## src/rtl/dram_arb_pkg.sv

```systemverilog
// Shared types and constants for the instruction-cache to DDR3 read bridge.
package dram_arb_pkg;

  localparam int LINE_AW = 23;
  localparam int DDR_AW  = 28;
  localparam int DATA_W  = 128;
  localparam int XID_W   = 2;
  localparam int MAX_OUT = 4;
  localparam int CNT_W   = $clog2(MAX_OUT) + 1;

  localparam logic [2:0] DDR_CMD_RD = 3'b001;
  localparam logic [2:0] DDR_CMD_WR = 3'b000;

  typedef logic [XID_W-1:0]   xid_t;
  typedef logic [DATA_W-1:0]  line_t;
  typedef logic [LINE_AW-1:0] line_addr_t;
  typedef logic [DDR_AW-1:0]  ddr_addr_t;
  typedef logic [CNT_W-1:0]   out_cnt_t;

  // A line address covers bits [26:4]; the byte offset within the line is always zero.
  function automatic ddr_addr_t line_to_ddr(input line_addr_t line_addr);
    return {1'b0, line_addr, 4'b0000};
  endfunction

endpackage

```

## src/rtl/ic_dram_arb_if.sv

```systemverilog
// Instruction-cache line-fill port: request (ic -> memory) and response (memory -> ic).
interface ic_dram_arb_if;
  import dram_arb_pkg::*;

  line_addr_t ic_mem_addr;
  xid_t       ic_mem_xid;
  logic       ic_mem_re;
  logic       mem_ic_ready;
  logic       mem_ic_valid;
  xid_t       mem_xxx_xid;
  line_t      mem_xxx_data;

  modport master (
    output ic_mem_addr, ic_mem_xid, ic_mem_re,
    input  mem_ic_ready, mem_ic_valid, mem_xxx_xid, mem_xxx_data
  );

  modport slave (
    input  ic_mem_addr, ic_mem_xid, ic_mem_re,
    output mem_ic_ready, mem_ic_valid, mem_xxx_xid, mem_xxx_data
  );

endinterface

```

## src/rtl/ic_dram_xid_fifo.sv

```systemverilog
// Small synchronous FIFO holding the xids of outstanding DDR reads in issue order.
module ic_dram_xid_fifo #(
  parameter int DEPTH = 4,
  parameter int WIDTH = 2,
  localparam int PTR_W = $clog2(DEPTH),
  localparam int CW    = PTR_W + 1
) (
  input  logic             clk,
  input  logic             rst,
  input  logic             push,
  input  logic [WIDTH-1:0] push_data,
  input  logic             pop,
  output logic [WIDTH-1:0] head,
  output logic             full,
  output logic             empty,
  output logic [CW-1:0]    count
);

  logic [WIDTH-1:0] mem [DEPTH];
  logic [PTR_W-1:0] wr_ptr;
  logic [PTR_W-1:0] rd_ptr;
  logic             push_ok;
  logic             pop_ok;

  assign full    = (count == CW'(DEPTH));
  assign empty   = (count == '0);
  assign push_ok = push & ~full;
  assign pop_ok  = pop & ~empty;
  assign head    = mem[rd_ptr];

  // DEPTH is a power of two, so the pointers wrap on their own.
  always_ff @(posedge clk or posedge rst) begin
    if (rst) begin
      wr_ptr <= '0;
      rd_ptr <= '0;
      count  <= '0;
    end else begin
      if (push_ok) wr_ptr <= wr_ptr + 1'b1;
      if (pop_ok)  rd_ptr <= rd_ptr + 1'b1;
      case ({push_ok, pop_ok})
        2'b10:   count <= count + 1'b1;
        2'b01:   count <= count - 1'b1;
        default: count <= count;
      endcase
    end
  end

  always_ff @(posedge clk) begin
    if (push_ok) mem[wr_ptr] <= push_data;
  end

  a_count_range: assert property (@(posedge clk) disable iff (rst) count <= CW'(DEPTH));
  a_flags_exclusive: assert property (@(posedge clk) disable iff (rst) !(full && empty));

endmodule

```

## src/rtl/ic_dram_arb.sv

```systemverilog
// Bridges the i-cache line-fill port to the DDR3 user interface (reads only).
// Define DRAM_ARB_ERR_EN to add the sticky arb_err protocol-error output.
module ic_dram_arb
  import dram_arb_pkg::*;
(
  input  logic             clk,
  input  logic             rst,
  ic_dram_arb_if.slave     ic,
  input  logic             ddr_calib_done,
  output logic [2:0]       ddr_cmd,
  output logic             ddr_cmd_en,
  output ddr_addr_t        ddr_addr,
  input  logic             ddr_cmd_ready,
  output line_t            ddr_wr_data,
  output logic [15:0]      ddr_wr_data_mask,
  output logic             ddr_wr_data_en,
  input  line_t            ddr_rd_data,
  input  logic             ddr_rd_data_valid
`ifdef DRAM_ARB_ERR_EN
  ,
  output logic             arb_err
`endif
);

  logic     accept;
  logic     push;
  logic     pop;
  logic     fifo_full;
  logic     fifo_empty;
  out_cnt_t fifo_count;
  xid_t     fifo_head;
  logic     rsp_valid;
  xid_t     rsp_xid;
  line_t    rsp_data;

  ic_dram_xid_fifo #(
    .DEPTH (MAX_OUT),
    .WIDTH (XID_W)
  ) u_xid_fifo (
    .clk       (clk),
    .rst       (rst),
    .push      (push),
    .push_data (ic.ic_mem_xid),
    .pop       (pop),
    .head      (fifo_head),
    .full      (fifo_full),
    .empty     (fifo_empty),
    .count     (fifo_count)
  );

  // The command path is purely combinational so a request issues in the cycle it is accepted.
  assign accept     = ddr_calib_done & ddr_cmd_ready & (fifo_count < out_cnt_t'(MAX_OUT));
  assign push       = ic.ic_mem_re & accept;
  assign pop        = ddr_rd_data_valid & ~fifo_empty;

  assign ic.mem_ic_ready = accept;
  assign ddr_cmd_en      = push;
  assign ddr_cmd         = DDR_CMD_RD;
  assign ddr_addr        = line_to_ddr(ic.ic_mem_addr);

  assign ddr_wr_data      = '0;
  assign ddr_wr_data_mask = '0;
  assign ddr_wr_data_en   = 1'b0;

  // A beat with no outstanding xid has no owner and is dropped here.
  always_ff @(posedge clk or posedge rst) begin
    if (rst) begin
      rsp_valid <= 1'b0;
      rsp_xid   <= '0;
      rsp_data  <= '0;
    end else begin
      rsp_valid <= pop;
      if (pop) begin
        rsp_xid  <= fifo_head;
        rsp_data <= ddr_rd_data;
      end
    end
  end

  assign ic.mem_ic_valid = rsp_valid;
  assign ic.mem_xxx_xid  = rsp_xid;
  assign ic.mem_xxx_data = rsp_data;

`ifdef DRAM_ARB_ERR_EN
  logic err_q;

  always_ff @(posedge clk or posedge rst) begin
    if (rst) begin
      err_q <= 1'b0;
    end else if ((ddr_rd_data_valid & fifo_empty) | (ic.ic_mem_re & fifo_full)) begin
      err_q <= 1'b1;
    end
  end

  assign arb_err = err_q;
`endif

  a_no_issue_when_full: assert property (@(posedge clk) disable iff (rst)
    (fifo_full |-> !ddr_cmd_en));
  a_read_only: assert property (@(posedge clk) disable iff (rst) ddr_cmd != DDR_CMD_WR);

endmodule

```

## src/flat_wrapper.sv

```systemverilog
// flat-port wrapper written by rule: the top's interface ports become plain ports
module ic_dram_arb_flat import dram_arb_pkg::*;
  (clk, rst, ddr_calib_done, ddr_cmd, ddr_cmd_en, ddr_addr, ddr_cmd_ready, ddr_wr_data, ddr_wr_data_mask, ddr_wr_data_en, ddr_rd_data, ddr_rd_data_valid, ic_ic_mem_addr, ic_ic_mem_xid, ic_ic_mem_re, ic_mem_ic_ready, ic_mem_ic_valid, ic_mem_xxx_xid, ic_mem_xxx_data);
  ic_dram_arb_if ic_i ();
  input  logic clk;
  input  logic rst;
  input  logic ddr_calib_done;
  output logic [2:0] ddr_cmd;
  output logic ddr_cmd_en;
  output ddr_addr_t ddr_addr;
  input  logic ddr_cmd_ready;
  output line_t ddr_wr_data;
  output logic [15:0] ddr_wr_data_mask;
  output logic ddr_wr_data_en;
  input  line_t ddr_rd_data;
  input  logic ddr_rd_data_valid;
  input wire logic [$bits(ic_i.ic_mem_addr)-1:0] ic_ic_mem_addr;
  input wire logic [$bits(ic_i.ic_mem_xid)-1:0] ic_ic_mem_xid;
  input wire logic [$bits(ic_i.ic_mem_re)-1:0] ic_ic_mem_re;
  output wire logic [$bits(ic_i.mem_ic_ready)-1:0] ic_mem_ic_ready;
  output wire logic [$bits(ic_i.mem_ic_valid)-1:0] ic_mem_ic_valid;
  output wire logic [$bits(ic_i.mem_xxx_xid)-1:0] ic_mem_xxx_xid;
  output wire logic [$bits(ic_i.mem_xxx_data)-1:0] ic_mem_xxx_data;
  assign ic_i.ic_mem_addr = ic_ic_mem_addr;
  assign ic_i.ic_mem_xid = ic_ic_mem_xid;
  assign ic_i.ic_mem_re = ic_ic_mem_re;
  assign ic_mem_ic_ready = ic_i.mem_ic_ready;
  assign ic_mem_ic_valid = ic_i.mem_ic_valid;
  assign ic_mem_xxx_xid = ic_i.mem_xxx_xid;
  assign ic_mem_xxx_data = ic_i.mem_xxx_data;
  ic_dram_arb u_core (.clk(clk), .rst(rst), .ic(ic_i), .ddr_calib_done(ddr_calib_done), .ddr_cmd(ddr_cmd), .ddr_cmd_en(ddr_cmd_en), .ddr_addr(ddr_addr), .ddr_cmd_ready(ddr_cmd_ready), .ddr_wr_data(ddr_wr_data), .ddr_wr_data_mask(ddr_wr_data_mask), .ddr_wr_data_en(ddr_wr_data_en), .ddr_rd_data(ddr_rd_data), .ddr_rd_data_valid(ddr_rd_data_valid));
endmodule
```

## config.mk

```make
export PLATFORM = sky130hd
export DESIGN_NAME = ic_dram_arb_flat
export DESIGN_NICKNAME = d
export VERILOG_FILES = /design/src/rtl/dram_arb_pkg.sv /design/src/rtl/ic_dram_arb_if.sv /design/src/rtl/ic_dram_xid_fifo.sv /design/src/rtl/ic_dram_arb.sv /design/src/flat_wrapper.sv
export SDC_FILE = /design/constraint.sdc
export NUM_CORES = 1
export LEC_CHECK = 0
export ABC_CLOCK_PERIOD_IN_PS = 4700
export BUFFER_PORTS_ARGS = -buffer_cell sky130_fd_sc_hd__buf_2
export CORE_AREA = 2 2 180 182
export DETAILED_ROUTE_END_ITERATION = 16
export DIE_AREA = 0 0 182 184
export HOLD_SLACK_MARGIN = 0.03
export PLACE_DENSITY = 0.49
export REMOVE_ABC_BUFFERS = 1
export SETUP_SLACK_MARGIN = 0.15
export SLEW_MARGIN = 20
export SYNTH_ARGS = -nofsm -noshare
export SYNTH_HDL_FRONTEND = slang
export SYNTH_SLANG_ARGS = --single-unit
```

## constraint.sdc

```tcl
create_clock -name clk -period 4.7 [get_ports clk]
set_input_delay 0.235 -clock clk [delete_from_list [all_inputs] [get_ports clk]]
set_output_delay 0.235 -clock clk [all_outputs]
set_load 0.005 [all_outputs]
```

[After elaboration in Yosys (flattened, before gate mapping)]
Memories as Yosys holds them, arrays and structs flattened. A register that Yosys moved wholly into a read port is not among the register bits.
Index checks and enable logic that the tools add are counted.
Storage, ports and cells
  bits in registers: 136
  memory bits (writable): 8
  input bits: 159
  output and inout port bits: 309
  word-level logic and storage cells: 27
  memories: 1
Memories
  u_core.u_xid_fifo.mem: words 4, width 2, read ports 1, clocked after Yosys merged registers in 1, write ports 1, RTL line ic_dram_xid_fifo.sv:19  | logic [WIDTH-1:0] mem [DEPTH];
Operators by class
  $add $sub $neg: 4
  magnitude comparators: 1
  equality and inequality tests: 3
  muxes and demuxes: 3
  bitwise gates (word level): 8
  reduce and logical (&&, ||, !) cells: 2
Operators with widths (number)
  bitwise AND 1 bit: 6
  case mux 3 bit (2 select lines): 1
  adder 2 x 1 -> 2 bit, second input constant: 2
  adder 3 x 1 -> 3 bit, second input constant: 1
  equality test 3 bit, second input constant: 1
  zero test 3 bit: 1
  < comparator 3 bit, second input constant: 1
  subtractor 3 x 1 -> 3 bit, second input constant: 1
  equality test 2 x 1 -> 1 bit, second input constant: 1
  equality test 2 bit, second input constant: 1
  two-way mux 1 bit: 2
  NOT 1 bit: 2
  nonzero test 2 bit: 1

[Longest topological paths before layout]
  depth in word-level cells: 6
  mapped depth: 9
  mapped depth without buffers: 8

[Cells and area by module]
From an unflattened synthesis, not the netlist that was laid out.
Unflattened totals
  cell total of the unflattened synthesis: 507
  area, all modules: 7307.0 µm²
By module, submodules not included
  ic_dram_arb: times used 1, cells an instance 459, area an instance 6577.6 µm², seq. area each 3278.1 µm²
  ic_dram_xid_fifo: times used 1, cells an instance 48, area an instance 729.4 µm², seq. area each 415.4 µm²

[Worst setup path after synthesis]
Ideal clock, no wire load.
  path type: flip-flop to flip-flop
  start point: reg u_core.u_xid_fifo.count[0]
  end point: reg u_core.u_xid_fifo.count[2]
  setup time: 0.079 ns
  arrival time: 1.889 ns
  data required time: 4.621 ns
  slack: 2.732 ns
  cell stages (with the launch flop): 10
  buffers on the path: 1
  clock period less this slack: 1.968 ns
  cells stage by stage: dfrtp_1 o31ai_4 inv_2 clkbuf_1 ha_1 inv_1 fa_1 xor2_1 nor2_1 xor2_1
Between the ends
  word-level cells in the longest chain between the ends: 6
  elaborated cells on any way between the ends: 16
  classes of those cells: 2 x add/sub; 1 x order compare; 3 x eq/ne; 1 x mux; 7 x bitwise; 2 x reduce/logical
Ends and longest elaborated chain
  from (decl): RTL line ic_dram_xid_fifo.sv:16  | output logic [CW-1:0] count
  from (signal assigned): RTL line ic_dram_xid_fifo.sv:41  | 2'b10: count <= count + 1'b1;
  from (signal assigned): RTL line ic_dram_xid_fifo.sv:42  | 2'b01: count <= count - 1'b1;
  from (signal assigned): RTL line ic_dram_xid_fifo.sv:43  | default: count <= count;
  zero test 3 bit (*): RTL line ic_dram_xid_fifo.sv:26  | assign empty = (count == '0);
  NOT 1 bit (*): RTL line ic_dram_arb.sv:54  | assign pop = ddr_rd_data_valid & ~fifo_empty;
  bitwise AND 1 bit (*): RTL line ic_dram_arb.sv:54
  named net u_core.pop: RTL line ic_dram_arb.sv:27  | logic pop;
  bitwise AND 1 bit (*): RTL line ic_dram_xid_fifo.sv:28  | assign pop_ok = pop & ~empty;
  equality test 2 x 1 -> 1 bit or equality test 2 bit (tied branches): RTL line ic_dram_xid_fifo.sv:40  | case ({push_ok, pop_ok})
  case mux 3 bit (2 select lines) or nonzero test 2 bit (tied branches)
The timed path passes the listed nets; every way through them passes the cells marked *.
A chain may end at the register's enable or synchronous reset.

[Final worst setup path]
  start point: reg u_core.u_xid_fifo.count[1]
  end point: reg u_core.rsp_data[53] (netlist: u_core.ic.mem_xxx_data[53])
Between the ends
  word-level cells in the longest chain between the ends: 3
Ends and longest elaborated chain
  zero test 3 bit: RTL line ic_dram_xid_fifo.sv:26
  NOT 1 bit: RTL line ic_dram_arb.sv:54
  bitwise AND 1 bit: RTL line ic_dram_arb.sv:54
  to (signal assigned): RTL line ic_dram_arb.sv:75  | rsp_data <= ddr_rd_data;
  to (decl): RTL line ic_dram_arb.sv:34  | line_t rsp_data;
Every way passes these cells.

==> results_dict.tcl <==
set metrics [dict create \
    max_slew.worst_pin.slew_ps 880 \
    layout.nets 1309 \
    worstPathArrival_ps 2740 \
    postCtsResizedCells 0 \
    grt_use_total_pct 10.9 \
    num_vias 5622 \
    cts_tree "done" \
    synth.distinct_cells 20 \
    ys_warn_count 0 \
    io_buffers 268 \
    seq_area_frac_synth_pct 53.4 \
    io_pins 468 \
    syn_inst 778 \
    cts_max_path_buffers 2 \
    drive_gt1_share_pct 26.7 \
    seqCellArea_um2 3690 \
    max_cap_viol_count 0 \
    timing_worst_setup_path_type "flip-flop to flip-flop" \
    multiInputGateArea_um2 2310 \
    wl_per_cell_um 11.9 \
    ys_ff_latch 146 \
    dpl.hpwl_um 12000 \
    end_kind "flip-flop" \
    cp-start-kind "flip-flop" \
    rows 65 \
    grt-ovfl-total 0 \
    hold_path.class "input port to flip-flop" \
    cts_made_buffers 17 \
    fmax_ghz 0.420 \
    totalWireLength_um 18600 \
    remaining_drc_errors 0 \
    ys.flop_type "dfrtp_1" \
    antenna_cells 0 \
    ant_nets 0 \
    area_growth_pct 41.7 \
    grt_pass1_wl_um 28600 \
    die_x_um 182 \
    drt_iter0_drc 171 \
    dpl-instance-area_um2 7910 \
    postSynthAreaPerCell_um2 8.89 \
    finalCritPeriodShare_pct 50.7 \
    p_per_area_nw_per_um2 466 \
    via_per_inst 3.61 \
    nFillCells 3299 \
    period_needed_ps 2380 \
    slew_headroom_pct 41.3 \
    synth-edff-count 8 \
    peakVddDrop_uv 243 \
    critPathRequiredTime_ps 5050 \
    postCtsSetupBuffers 0 \
    cts.sinks 146 \
    status "completed" \
    clk_pin_slew_ps 60 \
    p_total_uw 4570 \
    grt_pass1_vias 5547 \
    gp_congestion 0.701 \
    insertion_delay_ps 420 \
    final_cell_mix "nand2_1 (393), buf_2 (268), conb_1 (153), dfrtp_1 (138), dlygate4sd3_1 (129)" \
    clock_skew_ps 10.7 \
    async_reset_ff_share_pct 94.5 \
    final_common_cell "nand2_1" \
    leakage_uw 0.00548 \
    antenna_found_initial 0 \
    dr.pass1.iters 6 \
    slew_violations 0 \
    die_y_um 184 \
    initial_core_util_pct 22.0 \
    cts_max_level 4 \
    core_area_um2 31400 \
    crit_fanout 79 \
    die_area_um2 33500 \
    synth_area_um2 6920 \
    fin_area_um2 9800 \
    hold_violations 0 \
    setup_viol_count_final 0 \
    grt_max_degree 91 \
    ctsRootBufferMaster "clkbuf_16" \
    rsz0062_at_grt "false" \
]
[stage by stage]
step                setup WS (ps)  utilization (%)  TNS [ps]  std cells  hold slack [ps]
detailed placement           2300             25.2         0       1398              428
global placement             2310             25.2         0       1398              423
CTS                          2260             31.2         0       1559             47.1
finish                       2320             31.2         0       1559             65.8
global route                 2080             31.2         0       1559             59.3
floorplan                   -1030                -    -32860        724              334
[registers in the layout (all words and copies together) (netlist names)]
signal	count
u_core.ic.mem_ic_valid	1
u_core.ic.mem_xxx_data	128
u_core.u_xid_fifo.count	3
u_core.u_xid_fifo.wr_ptr	2
u_core.u_xid_fifo.rd_ptr	2
u_core.ic.mem_xxx_xid	2
u_core.u_xid_fifo.mem	8
[cells by family (layout without fill, tap and decap cells)]
family | count (synthesis) | in the layout | synth area share (%)
simple gates | 400 | 400 | 21.9
buf+inv | 213 | 441 | 21.4
flops | 146 | 146 | 53.4
fa+ha+maj | 6 | 6 | 1.19
xor+xnor | 6 | 6 | 0.760
mux | 3 | 3 | 0.796
other cells | 2 | 153 | 0.109
compound gates | 2 | 2 | 0.380
[worst max-delay path, cell delays in order (launching register included)]
cell	delay [ps]
dfrtp_1	410
o31ai_4	300
buf_4	530
buf_4	790
nand2_1	130
nand2_1	100
[area by class of cell]
class                           instances  area share, %
Tap cell                              402           5.13
Inverter                                8          0.383
Timing Repair Buffer                  401           27.2
Sequential cell                       146           37.7
Clock buffer                           17           4.34
Clock inverter                         15           1.76
Multi-Input combinational cell        570           23.5
[path summary, 6_finish.rpt]
| check | startpoint | endpoint | slack (ps) | cells past startpoint |
|---|---|---|---|---|
| hold / removal | ddr_rd_data[53] | u_core.ic.mem_xxx_data[53]$_DFFE_PP0P_ | 70 | 3 |
| setup / recovery | u_core.u_xid_fifo.count[1]$_DFFE_PP0P_ | u_core.ic.mem_xxx_data[53]$_DFFE_PP0P_ | 2320 | 5 |
| min in group asynchronous | rst | u_core.ic.mem_ic_valid$_DFF_PP0_ | 530 | 3 |
| hold reg to reg | u_core.ic.mem_xxx_xid[0]$_DFFE_PP0P_ | u_core.ic.mem_xxx_xid[0]$_DFFE_PP0P_ | 470 | 2 |
| setup reg to reg | u_core.u_xid_fifo.count[1]$_DFFE_PP0P_ | u_core.ic.mem_xxx_data[53]$_DFFE_PP0P_ | 2320 | 5 |
| max in group asynchronous | rst | u_core.ic.mem_xxx_data[31]$_DFFE_PP0P_ | 3000 | 4 |
[repair_timing]
| action | CTS | global route |
|---|---|---|
| hold buffers | 129 | 0 |
| hold endpoints to repair | 157 | 0 |
| endpoints found under the setup margin | 0 | 0 |
[synth_stat cells (2+ instances only)]
cell type	number	area share [%]
and2_1	4	0.36
buf_2	18	1.3
buf_4	176	19
clkbuf_1	11	0.60
conb_1	2	0.11
dfrtp_1	138	50
edfxtp_1	8	3.5
ha_1	5	0.90
inv_1	7	0.38
mux4_2	2	0.65
nand2_1	393	21
nor2_1	2	0.11
xnor2_1	4	0.51
xor2_1	2	0.25
[routing by layer]
layer	routed length [um]	global-route usage, %	part of all wire [%]	up-vias
li1	-	-	-	2745
met1	7370	11.9	40	2569
met2	9240	19.0	50	284
met3	1560	4.20	8.4	22
met4	378	3.94	2.0	2
met5	25	1.19	0.13	-
[where the power goes]
part	internal, uW	switching, uW	total (uW)
Clock	799	595	1390
Sequential	1660	220	1880
Combinational	578	716	1290
Note: power is estimated with default switching activity, not from simulation.
